## src/rtl/cnn_job_scheduler.sv

```systemverilog
// cnn_job_scheduler: shares one CNN inference engine between N_REQ requesters.
// Round-robin grant, one job in flight, watchdog abort, result returned to the owner.
// All outputs are registered; the FSM runs IDLE -> START -> BUSY -> RESP -> IDLE.
module cnn_job_scheduler #(
    parameter int              N_REQ       = 2,
    parameter int              TO_W        = 24,
    parameter logic [TO_W-1:0] TIMEOUT_CYC = 24'hF00000,
    parameter int              NUM_CLASSES = 10
) (
    input  logic             clk_i,
    input  logic             resetn_i,
    input  logic [N_REQ-1:0] req_i,
    output logic [N_REQ-1:0] grant_o,
    output logic [N_REQ-1:0] rsp_valid_o,
    output logic [3:0]       rsp_class_o,
    output logic             rsp_timeout_o,
    output logic             rsp_err_o,
    output logic             eng_start_o,
    output logic             eng_abort_o,
    input  logic             eng_done_i,
    input  logic [3:0]       eng_class_i,
    output logic             busy_o,
    output logic [2:0]       owner_o
);

    typedef enum logic [1:0] {
        S_IDLE  = 2'd0,
        S_START = 2'd1,
        S_BUSY  = 2'd2,
        S_RESP  = 2'd3
    } state_t;

    // Last watchdog value before a job is declared timed out.
    localparam logic [TO_W-1:0] TO_LAST = TIMEOUT_CYC - TO_W'(1);

    state_t            state_q, state_d;
    logic [N_REQ-1:0]  grant_q, grant_d;
    logic [N_REQ-1:0]  rsp_valid_q, rsp_valid_d;
    logic [3:0]        rsp_class_q, rsp_class_d;
    logic              rsp_timeout_q, rsp_timeout_d;
    logic              rsp_err_q, rsp_err_d;
    logic              eng_start_q, eng_start_d;
    logic              eng_abort_q, eng_abort_d;
    logic              busy_q, busy_d;
    logic [2:0]        owner_q, owner_d;
    logic [2:0]        rr_q, rr_d;
    logic [TO_W-1:0]   wd_q, wd_d;
    logic              first_q, first_d;   // first BUSY cycle: a stale done level is ignored

    logic [2:0]        sel;
    logic              found;

    function automatic logic [N_REQ-1:0] onehot(input logic [2:0] idx);
        logic [N_REQ-1:0] v;
        for (int i = 0; i < N_REQ; i++) begin
            v[i] = (idx == 3'(i));
        end
        return v;
    endfunction

    // Round-robin pick: first requester set, searching upward from rr+1 with wrap.
    always_comb begin
        sel   = rr_q;
        found = 1'b0;
        for (int i = 1; i <= N_REQ; i++) begin
            if (!found && req_i[(int'(rr_q) + i) % N_REQ]) begin
                found = 1'b1;
                sel   = 3'((int'(rr_q) + i) % N_REQ);
            end
        end
    end

    // Next-state and registered-output logic; pulses default low, results hold.
    always_comb begin
        state_d       = state_q;
        grant_d       = '0;
        rsp_valid_d   = '0;
        eng_start_d   = 1'b0;
        eng_abort_d   = 1'b0;
        rsp_class_d   = rsp_class_q;
        rsp_timeout_d = rsp_timeout_q;
        rsp_err_d     = rsp_err_q;
        busy_d        = busy_q;
        owner_d       = owner_q;
        rr_d          = rr_q;
        wd_d          = wd_q;
        first_d       = first_q;
        unique case (state_q)
            S_IDLE: begin
                if (found) begin
                    grant_d = onehot(sel);
                    owner_d = sel;
                    rr_d    = sel;
                    busy_d  = 1'b1;
                    state_d = S_START;
                end
            end
            S_START: begin
                eng_start_d = 1'b1;
                wd_d        = '0;
                first_d     = 1'b1;
                state_d     = S_BUSY;
            end
            S_BUSY: begin
                if (first_q) begin
                    first_d = 1'b0;
                end else begin
                    wd_d = wd_q + TO_W'(1);
                    if (eng_done_i) begin
                        rsp_class_d   = eng_class_i;
                        rsp_err_d     = (int'(eng_class_i) >= NUM_CLASSES);
                        rsp_timeout_d = 1'b0;
                        rsp_valid_d   = onehot(owner_q);
                        state_d       = S_RESP;
                    end else if (wd_q == TO_LAST) begin
                        rsp_class_d   = 4'hF;
                        rsp_err_d     = 1'b0;
                        rsp_timeout_d = 1'b1;
                        eng_abort_d   = 1'b1;
                        rsp_valid_d   = onehot(owner_q);
                        state_d       = S_RESP;
                    end
                end
            end
            S_RESP: begin
                busy_d  = 1'b0;
                state_d = S_IDLE;
            end
            default: state_d = S_IDLE;
        endcase
    end

    // State and output registers with synchronous active-low reset.
    always_ff @(posedge clk_i) begin
        if (!resetn_i) begin
            state_q       <= S_IDLE;
            grant_q       <= '0;
            rsp_valid_q   <= '0;
            rsp_class_q   <= 4'd0;
            rsp_timeout_q <= 1'b0;
            rsp_err_q     <= 1'b0;
            eng_start_q   <= 1'b0;
            eng_abort_q   <= 1'b0;
            busy_q        <= 1'b0;
            owner_q       <= 3'd0;
            rr_q          <= 3'(N_REQ - 1);
            wd_q          <= '0;
            first_q       <= 1'b0;
        end else begin
            state_q       <= state_d;
            grant_q       <= grant_d;
            rsp_valid_q   <= rsp_valid_d;
            rsp_class_q   <= rsp_class_d;
            rsp_timeout_q <= rsp_timeout_d;
            rsp_err_q     <= rsp_err_d;
            eng_start_q   <= eng_start_d;
            eng_abort_q   <= eng_abort_d;
            busy_q        <= busy_d;
            owner_q       <= owner_d;
            rr_q          <= rr_d;
            wd_q          <= wd_d;
            first_q       <= first_d;
        end
    end

    assign grant_o       = grant_q;
    assign rsp_valid_o   = rsp_valid_q;
    assign rsp_class_o   = rsp_class_q;
    assign rsp_timeout_o = rsp_timeout_q;
    assign rsp_err_o     = rsp_err_q;
    assign eng_start_o   = eng_start_q;
    assign eng_abort_o   = eng_abort_q;
    assign busy_o        = busy_q;
    assign owner_o       = owner_q;

endmodule

```

## config.mk

```make
export PLATFORM = sky130hd
export DESIGN_NAME = cnn_job_scheduler
export DESIGN_NICKNAME = d
export VERILOG_FILES = /design/src/rtl/cnn_job_scheduler.sv
export SDC_FILE = /design/constraint.sdc
export NUM_CORES = 1
export LEC_CHECK = 0
export CAP_MARGIN = 0
export CELL_PAD_IN_SITES_DETAIL_PLACEMENT = 2
export CELL_PAD_IN_SITES_GLOBAL_PLACEMENT = 2
export CORE_UTILIZATION = 30
export DETAILED_ROUTE_END_ITERATION = 7
export MAX_ROUTING_LAYER = met4
export PLACE_DENSITY = 0.81
export SLEW_MARGIN = 0
export SYNTH_ARGS = -nofsm -noshare
export SYNTH_HDL_FRONTEND = slang
export SYNTH_SLANG_ARGS = --single-unit
```

## constraint.sdc

```tcl
create_clock -name clk_i -period 2.4 [get_ports clk_i]
set_input_delay 0.48 -clock clk_i [delete_from_list [all_inputs] [get_ports clk_i]]
set_output_delay 0.48 -clock clk_i [all_outputs]
set_load 0.02 [all_outputs]
```

==> Word-level counts from Yosys, hierarchy flattened <==
Cells that the tools add are included.
{ "word_totals": {"memories": 0, "output_inout_bits": 16, "romBits": 0, "register_bits": 46, "ramBits": 0, "latchBits": 0} }
{ "op_classes": {"order_cmp": 3, "shift": 0, "eq_ne": 9, "n_reduce_logical": 16, "addsub": 3, "bitwise_logic": 5, "div": 0, "n_mux": 30, "n_mul": 0} }
{ "ops": {"columns": ["op", "n"], "rows": [
  ["24-bit one-hot mux with 2 select lines", 1],
  ["24-bit by 1-bit adder with 24-bit output, second input constant", 1],
  ["24-bit == test, second input constant", 1],
  ["24-bit 2-to-1 mux", 1],
  ["1-bit 2-to-1 mux", 15],
  ["2-bit 2-to-1 mux", 6],
  ["3-bit AND reduction", 3],
  ["4-bit 2-to-1 mux", 2],
  ["2-bit one-hot mux with 4 select lines", 1],
  ["3-bit by 1-bit == test with 1-bit output, second input constant", 2],
  ["3-bit zero test", 2],
  ["2-bit by 3-bit < comparator with 1-bit output, second input constant", 2],
  ["3-bit 2-to-1 mux", 2],
  ["2-bit AND reduction", 3],
  ["2-bit nonzero test", 3],
  ["2-bit == test, second input constant", 2],
  ["4-bit greater-or-equal comparator, second input constant", 1],
  ["2-bit != test, second input constant", 2],
  ["1-bit one-hot mux with 2 select lines", 2],
  ["4-bit OR reduction", 1],
  ["3-bit != test, second input constant", 1],
  ["1-bit NOT", 3],
  ["3-bit OR reduction", 1],
  ["1-bit adder, second input constant", 2],
  ["other kinds (5)", 6]
]} }

==> Longest topological paths before layout <==
Gate-level depths: netlist of run 1.
{ "depth": {"depth_word": 11, "depth_mapped": 8, "depth_no_buf": 7} }

==> Worst setup path before layout of run 1 <==
Ideal clock, no wire load.
{ "synth_path": {"path_kind": "flip-flop to flip-flop", "startpoint": "reg state_q[0]", "endpoint": "reg wd_q[14]", "synth_period_minus_slack_ps": 2233, "required_time_ps": 2275, "stages_incl_launch_ff": 8, "setup_slack_ps": 167, "setup_time_ps": 125, "arrival_time_ps": 2108, "path_cell_list": "dfxtp_1 inv_1 ha_1 a21bo_4 or4_4 or3_1 xor2_1 nor2_2"} }
{ "synth_between": {"elab_chain_cells": 3} }
{ "synth_rtl": {"columns": ["item", "line", "source"], "rows": [
  ["start, declared", "36", "state_t state_q, state_d;"],
  ["start signal, assigned", "150", "state_q <= state_d;"],
  ["2-bit == test or 2-bit by 1-bit == test with 1-bit output (tied branches)", "88", "unique case (state_q)"],
  ["2-bit != test (no source line) or 2-bit nonzero test (tied branches)", null, null],
  ["2-bit AND reduction (no source line)", null, null],
  ["end signal, assigned", "161", "wd_q <= wd_d;"],
  ["end, declared", "47", "logic [TO_W-1:0] wd_q, wd_d;"]
]} }
Several ways; a longest one is shown, not always the timed one.
A chain may end at the register's enable or synchronous reset.

==> Worst setup path in the final report of run 1 <==
Ends and elaborated chain as after synthesis.

==> results by group, run 1 <==
Placement
  – Area of placed instances: 2280 um^2
  – Placed cell count: 309
  – Hpwl dp: 3.55 mm
  – GP Congestion: 0.728
  – IO Port Bufs: 24

Worst hold path
  – Hold Path Origin: owner_o[0]$_SDFFE_PN0P_
  – Worst min path class: reg -> reg

Timing
  – Upper clock frequency limit: 431 MHz
  – Least-Margin Pin Slew: 0.487 ns
  – Slew Limit Fails: 0
  – Total negative setup slack: 0 ns
  – RSZ-0062 raised after global routing: false
  – Setup Viol. Count Final: 0
  – Hold Fails Final Rpt: 0
  – Clock skew: 0.00455 ns
  – Normalized max-slew margin: 0.674
  – Fin crit period: 2.32 ns
  – Final period util: 0.967

CTS
  – CTS tree: yes
  – Max Root-Sink Buffers: 2
  – Htree depth: 2
  – CTS Root Buffer Type: clkbuf_8
  – Post-CTS Setup Inserts: 0
  – Clk_lat worst skew: 0.30 ns
  – Clk slew on worst S/H paths: 0.08 ns
  – CTS buffer count: 5
  – CTS sink count: 44
  – PostCTS Resize Cnt: 0
  – Hold_buf cts: 0

Critical path
  – R2R Path Start: state_q[0]$_SDFFE_PN0P_
  – R2R setup slack: 0.08 ns
  – Endpoint class of the critical path: flop
  – CP Class: reg -> reg
  – Worst-path fanout max: 8
  – Critical Path AT: 2.51 ns
  – Setup crit start: state_q[0]$_SDFFE_PN0P_
  – CP startpoint kind: flop
  – Worst path required time: 2.59 ns

Route
  – WL final: 4.84 mm
  – Initial DRT Pass Iterations: 4
  – Initial DRC Count: 39
  – Met1 wire length: 2.22 mm
  – Routed wl met3: 124 um
  – DRC: 0
  – DR WL met2: 2.39 mm
  – Max Used Layer: met4
  – Vias: 1622
  – Drt via density: 5.13
  – Antenna-violating nets left: 0
  – Routed WL per cell: 15.3 um

Power and ir drop
  – Overall Power: 1.88 mW
  – Combinational share of power: 0.312
  – Sw Pwr: 0.647 mW
  – Switching Share: 0.344
  – PwrDens: 797 nW/um^2
  – Seq pwr share: 0.451
  – Clock power share: 0.237
  – VDD IR max: 0.000265 V
  – Internal: 1.23 mW
  – Leak: 0.908 nW

Final layout
  – Filler cell count: 658
  – Layout Cells excl Fill: 316
  – Final Core Density: 0.389
  – Layout net count: 255
  – Final Instance Area: 2360 um^2
  – Synthesis-to-layout area growth: 22.3%
  – Share of layout cells above drive strength 1: 0.104
  – Ant. Diodes: 0

Die
  – Number of I/O pins: 25
  – Die Y: 82.1 um
  – Core area: 6060 um^2
  – DIE AREA: 6750 um^2
  – Die Width: 82.1 um
  – # rows: 28
  – Initial core utilization: 0.318

GRT
  – Largest net degree at the start of global routing: 22
  – Vias in the first global route: 1738
  – GRT Resource Usage Total: 0.169
  – Initial antenna violation count: 0
  – Global-route wire length before repair: 8.17 mm
  – Grt ovf: 0

Yosys
  – Synthesized cell area: 1930 um^2
  – Post-synthesis net count: 224
  – Cells after Synth: 210
  – Seq cells post-synth: 44
  – Unique masters post-synth: 41
  – Synth warnings: 0
  – Mapped Avg Cell Area: 9.18 um^2
  – Post-synthesis sequential area ratio: 0.457

Status
  – Status: finished, final reports clean

Job
  – Max_cap viols: 0
-- final timing paths --
check                              endpoint  cells after the start
setup reg to reg      wd_q[14]$_SDFFE_PN0P_                      7
hold reg to reg   rsp_valid_o[0]$_SDFF_PP0_                      1
hold / removal    rsp_valid_o[0]$_SDFF_PP0_                      1
setup / recovery      wd_q[14]$_SDFFE_PN0P_                      7
-- placed cells by master, fill, tap and decap left out, drive strengths merged, types with 2 or more instances in the layout --
cell / n
clkbuf: 6
o21ai: 8
buf: 7
and2: 3
nor3: 3
clkdlybuf4s50: 24
ha: 5
o211a: 2
or4: 3
a21oi: 10
and3: 5
dfxtp: 44
xor2: 13
nand4: 7
nand3: 9
nand2: 23
nor2: 26
o221a: 4
o211ai: 2
and4: 2
nor4: 2
or3: 4
nor2b: 5
inv: 8
xnor2: 4
-- cell families (layout without fill, tap and decap cells) --
logic type | Yosys count | after routing | synth area share
and+or+nand+nor | 94 | 94 | 0.269
DFF | 44 | 44 | 0.457
AOI/OAI and AO/OA | 34 | 34 | 0.126
xor gates and xnor gates | 17 | 17 | 0.0773
buffers and inverters | 15 | 46 | 0.0331
adders and majority gates | 5 | 5 | 0.0325
muxes | 1 | 1 | 0.00520
-- synthesized netlist by cell type (all sizes together) --
cell / n / area [um^2]
xor2: 13 / 114
o211ai: 2 / 15.0
mux2i: 1 / 10.0
and4: 2 / 17.5
and2: 3 / 18.8
a21bo: 1 / 16.3
or4: 3 / 27.5
nand2: 23 / 86.3
or3: 4 / 25.0
nor2b: 5 / 31.3
nor4: 2 / 27.5
and3: 5 / 31.3
and3b: 1 / 8.76
dfxtp: 44 / 881
a311oi: 1 / 8.76
nor2: 26 / 100
xnor2: 4 / 35.0
and4b: 1 / 10.0
a21oi: 10 / 53.8
ha: 5 / 62.6
a21boi: 1 / 7.51
o31ai: 1 / 7.51
a31oi: 1 / 6.26
buf: 2 / 15.0
nand4: 7 / 73.8
clkbuf: 5 / 18.8
nor3: 3 / 15.0
a32oi: 1 / 8.76
o22ai: 1 / 6.26
o211a: 2 / 20.0
nand3: 9 / 45.0
inv: 8 / 30.0
o21a: 1 / 7.51
o221a: 4 / 45.0
o21ai: 8 / 40.0
-- stage by stage --
step | setup slack (ns) | hold slack, ns
2_1_floorplan | 0.167 | 0.449
3_3_place_gp | 0.215 | 0.449
3_5_place_dp | 0.129 | 0.468
4_1_cts | 0.0812 | 0.491
5_1_grt | 0.00153 | 0.518
6_report | 0.0788 | 0.482
-- flip-flops by register name, summed over array words and instances, names as in the netlist --
name	count
state_q	2
eng_start_o	1
grant_o	2
owner_o	3
wd_q	24
rsp_err_o	1
rsp_class_o	4
rsp_timeout_o	1
first_q	1
rr_q	1
eng_abort_o	1
rsp_valid_o	2
busy_o	1
-- per-layer routing --
metal  GRT usage  vias to the layer above
met1       0.188                      799
li1            -                      791
met4      0.0842                        0
met2       0.288                       25
met5           -                        -
met3      0.0352                        7
-- area by class of cell --
| cell class | instances | area (um^2) | share of cell area |
|---|---|---|---|
| inverters | 8 | 30.0 | 0.0127 |
| flip-flops and latches | 44 | 881 | 0.374 |
| well taps | 75 | 93.8 | 0.0398 |
| clock buffers | 6 | 72.6 | 0.0308 |
| repair buffers | 31 | 293 | 0.124 |
| clock inverters | 1 | 5.00 | 0.00212 |
| multi-input cells | 151 | 982 | 0.417 |
-- power by group through the flow --
| stage | combinational [mW] | sequential, mW | clock (mW) |
|---|---|---|---|
| after global placement | 0.565 | 0.861 | 0 |
| after detailed placement | 0.593 | 0.865 | 0 |
| after global routing | 0.654 | 0.857 | 0.499 |
| after CTS | 0.600 | 0.848 | 0.467 |
| after floorplan | 0.329 | 0.890 | 0 |
| final | 0.587 | 0.846 | 0.445 |
-- critical path, cell delays in order, from the launching register on --
cell	delay [ns]
dfxtp_1	0.37
inv_1	0.11
ha_1	0.31
a21bo_4	0.26
or4_4	0.56
or3_1	0.34
xor2_1	0.21
nor2_2	0.05
(Power assumes the default switching activity.)
==> run 2: changes to the inputs <==
Settings changed: CAP_MARGIN 0 to 25, SKIP_LAST_GASP set to 1.
==> results of run 2 <==
The final DEF is identical to that of run 1; final timing and power are the same.
==> run 3: changes to the inputs <==
Settings changed: CTS_CLUSTER_DIAMETER set to 50.
==> results of run 3 <==
The final DEF is identical to that of run 1; final timing and power are the same.
